[src/rtl/dff_shift_bank.sv]
// Parametrised bank of DEPTH x WIDTH registered stages with per-stage valid bits,
// bidirectional shifting, parallel load and registered occupancy tracking.
module dff_shift_bank #(
  parameter int unsigned      WIDTH     = 8,
  parameter int unsigned      DEPTH     = 4,
  parameter logic [WIDTH-1:0] RESET_VAL = '0
) (
  input  logic                       clk,
  input  logic                       async_reset,
  input  logic                       sync_clear,
  input  logic                       en,
  input  logic [1:0]                 mode,
  input  logic [WIDTH-1:0]           d_in,
  input  logic                       d_in_valid,
  input  logic [WIDTH*DEPTH-1:0]     load_data,
  output logic [WIDTH*DEPTH-1:0]     parallel_q,
  output logic [DEPTH-1:0]           valid_q,
  output logic [WIDTH-1:0]           shift_out,
  output logic                       shift_out_valid,
  output logic [$clog2(DEPTH+1)-1:0] count,
  output logic                       full,
  output logic                       empty
);

  localparam int unsigned CW = $clog2(DEPTH + 1);
  localparam int unsigned DW = WIDTH * DEPTH;

  localparam logic [1:0] MODE_HOLD  = 2'b00;
  localparam logic [1:0] MODE_UP    = 2'b01;
  localparam logic [1:0] MODE_DOWN  = 2'b10;
  localparam logic [1:0] MODE_LOAD  = 2'b11;

  logic [DW-1:0]    data_d;
  logic [DEPTH-1:0] valid_d;
  logic [CW-1:0]    count_d;
  logic             full_d;
  logic             empty_d;

  // Next-state data and valid bits; clear outranks the enable, which outranks mode.
  always_comb begin
    data_d  = parallel_q;
    valid_d = valid_q;
    if (sync_clear) begin
      data_d  = {DEPTH{RESET_VAL}};
      valid_d = '0;
    end else if (en) begin
      case (mode)
        MODE_UP: begin
          for (int unsigned i = 1; i < DEPTH; i++) begin
            data_d[i*WIDTH +: WIDTH] = parallel_q[(i-1)*WIDTH +: WIDTH];
            valid_d[i]               = valid_q[i-1];
          end
          data_d[0 +: WIDTH] = d_in;
          valid_d[0]         = d_in_valid;
        end
        MODE_DOWN: begin
          for (int unsigned i = 0; i + 1 < DEPTH; i++) begin
            data_d[i*WIDTH +: WIDTH] = parallel_q[(i+1)*WIDTH +: WIDTH];
            valid_d[i]               = valid_q[i+1];
          end
          data_d[(DEPTH-1)*WIDTH +: WIDTH] = d_in;
          valid_d[DEPTH-1]                 = d_in_valid;
        end
        MODE_LOAD: begin
          data_d  = load_data;
          valid_d = '1;
        end
        MODE_HOLD: ;
        default: ;
      endcase
    end
  end

  // Occupancy derived from the next valid vector so flags land on the same edge.
  always_comb begin
    count_d = '0;
    for (int unsigned i = 0; i < DEPTH; i++) begin
      count_d = count_d + CW'(valid_d[i]);
    end
    full_d  = (count_d == CW'(DEPTH));
    empty_d = (count_d == '0);
  end

  always_ff @(posedge clk or posedge async_reset) begin
    if (async_reset) begin
      parallel_q <= {DEPTH{RESET_VAL}};
      valid_q    <= '0;
      count      <= '0;
      full       <= 1'b0;
      empty      <= 1'b1;
    end else begin
      parallel_q <= data_d;
      valid_q    <= valid_d;
      count      <= count_d;
      full       <= full_d;
      empty      <= empty_d;
    end
  end

  // Element the next shift in the current direction would discard.
  always_comb begin
    if (mode == MODE_DOWN) begin
      shift_out       = parallel_q[0 +: WIDTH];
      shift_out_valid = valid_q[0];
    end else begin
      shift_out       = parallel_q[(DEPTH-1)*WIDTH +: WIDTH];
      shift_out_valid = valid_q[DEPTH-1];
    end
  end

endmodule

[config.mk]
export PLATFORM = sky130hd
export DESIGN_NAME = dff_shift_bank
export DESIGN_NICKNAME = d
export VERILOG_FILES = /design/src/rtl/dff_shift_bank.sv
export SDC_FILE = /design/constraint.sdc
export NUM_CORES = 1
export LEC_CHECK = 0
export BUFFER_PORTS_ARGS = -buffer_cell sky130_fd_sc_hd__buf_2
export CORE_MARGIN = 5
export CORE_UTILIZATION = 50
export CTS_BUF_LIST = sky130_fd_sc_hd__clkbuf_8
export DETAILED_ROUTE_END_ITERATION = 6
export PLACE_DENSITY_LB_ADDON = 0.08
export RECOVER_POWER = 100
export REMOVE_ABC_BUFFERS = 1
export SYNTH_ARGS = -nofsm -noshare
export SYNTH_HDL_FRONTEND = slang
export SYNTH_SLANG_ARGS = --single-unit
[constraint.sdc]
create_clock -name clk -period 2.3 [get_ports clk]
set_input_delay 0.345 -clock clk [delete_from_list [all_inputs] [get_ports clk]]
set_output_delay 0.345 -clock clk [all_outputs]
set_load 0.005 [all_outputs]
==> impl_results.md <==
- Psw: ~0.46 mW
- Clk Tree Root Cell: clkbuf_8
- Cells along the critical path: buf_2, inv_1, ha_1, a221oi_1, a211oi_2, buf_4, fa_1, ha_1, ha_4, nor3b_2
- Pint: between 1 and 1.5 mW
- Sequential share of power: 0.495
- Synthesis warning total: 0
- CP startpoint kind: input port
- CP Capture Type: flip-flop
- WS Path Type: input port to flip-flop
- CTS tree: built
- Detailed-route via count: slightly above 2k
- RSZ-0062 raised after global routing: no
- H-tree levels: 2
- IO buf count: 96
- Worst R2R End: full
- First-pass GRT wire length: ~9500 µm
- Setup WS post-layout: 145 ps
- Setup Buffers After CTS: 0
- CP peak stage delay: 440 ps
- Fin area: between 2000 and 3000 µm²
- Combinational group share of total power: 0.214
- Min Clock Period, post-route: between 2000 and 2500 ps
- Max VDD drop: between 0.2 and 0.3 mV
- Clock network latency to the later pin of the worst-skew pair: between 200 and 300 ps
- Register bit total from synthesis: 41
- Relative slew margins: 0.328
- Fin. max-slew vios: 0
- Clk pin slew, worst setup/hold paths: approximately 80 ps
- Critical path arrival: about 2400 ps
- Gr usage total: 0.190
- Most numerous cell on the critical path: ha_1
- Initial antenna violation count: 0
- FILL cells: between 400 and 500
- Cts bufs inserted: 5
- Hold Slack: approximately 330 ps
- Largest net degree at the start of global routing: 43
- Register area share after synthesis: 0.432
- Crit-path slowest cell: fa_1
- Effective utilization at floorplan: 0.510
- DR DRC count: 0
- Setup violators final: 0
- Clock sink total: 41
- Placed cell area: between 2000 and 3000 µm²
- Mean post-synth cell area: 12.3 µm²
- FF-to-FF setup slack: 160 ps
- Post-Route WL: 5820 µm
- Area grow syn2layout: 21.2%
- Distinct cells, synth: 25
- Outcome: finished, final reports clean
- Reg2Reg Depth: 7
- Row count: 25
- Max Cap Viol: 0
- Die Area: between 6000 and 7000 µm²
- Share of cells above drive strength 1: 0.458
- I/O Pins: between 90 and 100
- Hold Fails Final Rpt: 0
- Gr ovfl total: 0
- Sw Share: 0.282
- Post-DR wirelength/cell: ~17 µm
- First-pass detailed-route iteration total: 4
- Power density over the cells: approximately 560 nW/µm²
- Slew @ Worst Pin: approximately 1000 ps
- Final HPWL DP: 3930 µm
- Via-to-Cell Ratio: between 5 and 6
- Final #Nets: approximately 340
- Hold Path Cell Cnt: 3
- Pleak: between 1 and 1.5 nW
- GP Congestion: 0.766
- Max Clock Skew: roughly 7.0 ps
- Achievable Freq: approximately 460 MHz
- Antenna viol nets, final: 0
- Die width: 79.0 µm
- Antenna cells: 0
- Setup slack after placement: -301 ps
- Chip Height: 79.0 µm
- Commonest non-fill, non-tap cell in the layout: buf_2
- Hold crit path type: input port to flip-flop
- Worst Path Max Fanout: 4
- Tcrit/Tclk final: 0.937
- CP required: roughly 2500 ps
- Hold_sp: d_in[2]
- Clock share of power: 0.291
- Synth Instances: around 190
- Core ar.: around 4700 µm²
- CTS Buffer Depth: 2
- WHS Endpoint: parallel_q[2]
- Vias in the first global route: 2009
- 1st-iter DRT viols: between 90 and 100
- RR Startpoint: valid_q[2]
- Commonest cells after routing, fill and taps aside: 73 x buf_2, 40 x dfrtp_1, 32 x o2bb2ai_1
- Post-Synthesis Cell Area: 2380 µm²
## critical path: cells and delay by family
| family | cells | cell delay [ps] |
|---|---|---|
| AO/OA/AOI/OAI | 2 | 470 |
| adder cells (fa/ha/maj) | 4 | 1110 |
| buffers and inverters | 3 | 300 |
| AND/OR/NAND/NOR | 1 | 140 |
## synth_stat cells
cell type | n | area [µm²]
nor3b_1 | 1 | 7.51
buf_6 | 15 | 169
o2bb2ai_1 | 32 | 280
nor2_1 | 4 | 15.0
fa_1 | 1 | 20.0
a221oi_2 | 1 | 15.0
inv_1 | 3 | 11.3
a21oi_2 | 9 | 78.8
ha_1 | 6 | 75.1
nor3_1 | 1 | 5.00
mux2_2 | 9 | 101
nor2_8 | 2 | 40.0
dfrtp_1 | 40 | 1000
a221oi_1 | 3 | 26.3
nor2b_1 | 1 | 6.26
a21oi_1 | 23 | 115
clkbuf_2 | 1 | 5.00
a22o_1 | 18 | 158
a211oi_1 | 4 | 30.0
o21a_2 | 1 | 8.76
buf_8 | 1 | 15.0
buf_4 | 2 | 15.0
a22o_2 | 14 | 140
nand2b_4 | 1 | 13.8
dfstp_2 | 1 | 26.3
## layout make-up
| class | instances | area (µm²) | area share |
|---|---|---|---|
| Clock buffer | 6 | 82.6 | 0.0286 |
| Clock inverter | 2 | 7.51 | 0.00260 |
| Inverter | 3 | 11.3 | 0.00391 |
| Multi-Input combinational cell | 131 | 1170 | 0.406 |
| Sequential cell | 41 | 1030 | 0.356 |
| Tap cell | 54 | 67.6 | 0.0234 |
| Timing Repair Buffer | 105 | 517 | 0.179 |
## per-layer routing
metal,share of wire,vias up,GRT usage
li1,-,951,-
met1,0.43,1011,0.249
met2,0.48,68,0.312
met3,0.074,5,0.0544
met4,0.0098,0,0.0447
met5,0,-,0
## stage by stage
stage	utilization	total power [mW]	setup TNS, ps	std cells
after floorplan	-	1.00	-4200	175
after global placement	0.599	1.16	-485	334
after detailed placement	0.599	1.16	-805	334
after CTS	0.620	1.64	0	342
after global routing	0.619	1.71	0	342
final	0.619	1.62	0	342
## power by group through the flow
stage | Sequential, mW | Clock [mW] | Combinational, mW
global route | 0.811 | 0.515 | 0.384
detailed placement | 0.817 | 0 | 0.346
finish | 0.804 | 0.472 | 0.347
CTS | 0.803 | 0.486 | 0.348
floorplan | 0.817 | 0 | 0.186
global placement | 0.818 | 0 | 0.341
## worst max path at each step
| stage | startpoint | to | slack [ps] |
|---|---|---|---|
| 5_1_grt | mode[0] | full | 10 |
| 4_1_cts | mode[0] | full | 60 |
| 3_3_place_gp | mode[0] | full | -200 |
| 3_5_place_dp | mode[0] | full | -300 |
| 2_1_floorplan | mode[0] | full | -970 |
| 6_report | mode[1] | full | 140 |
## flip-flops by register name (all words and copies together), names as in the netlist
name,flops
parallel_q,32
valid_q,4
count,3
empty,1
full,1
## what timing repair did
action | in CTS | in global routing
endpoints found under the hold margin | 0 | 0
gates resized for setup | 1 | 5
setup endpoints to repair | 2 | 2
hold buffers | 0 | 0
## cell families after synthesis
kind of cell	after synthesis	share of synthesized area
compound gates	105	0.358
flops	41	0.432
buf+inv	22	0.0905
simple gates	10	0.0368
mux	9	0.0426
fa+ha+maj	7	0.0400
Note: power is estimated with default switching activity, not from simulation.
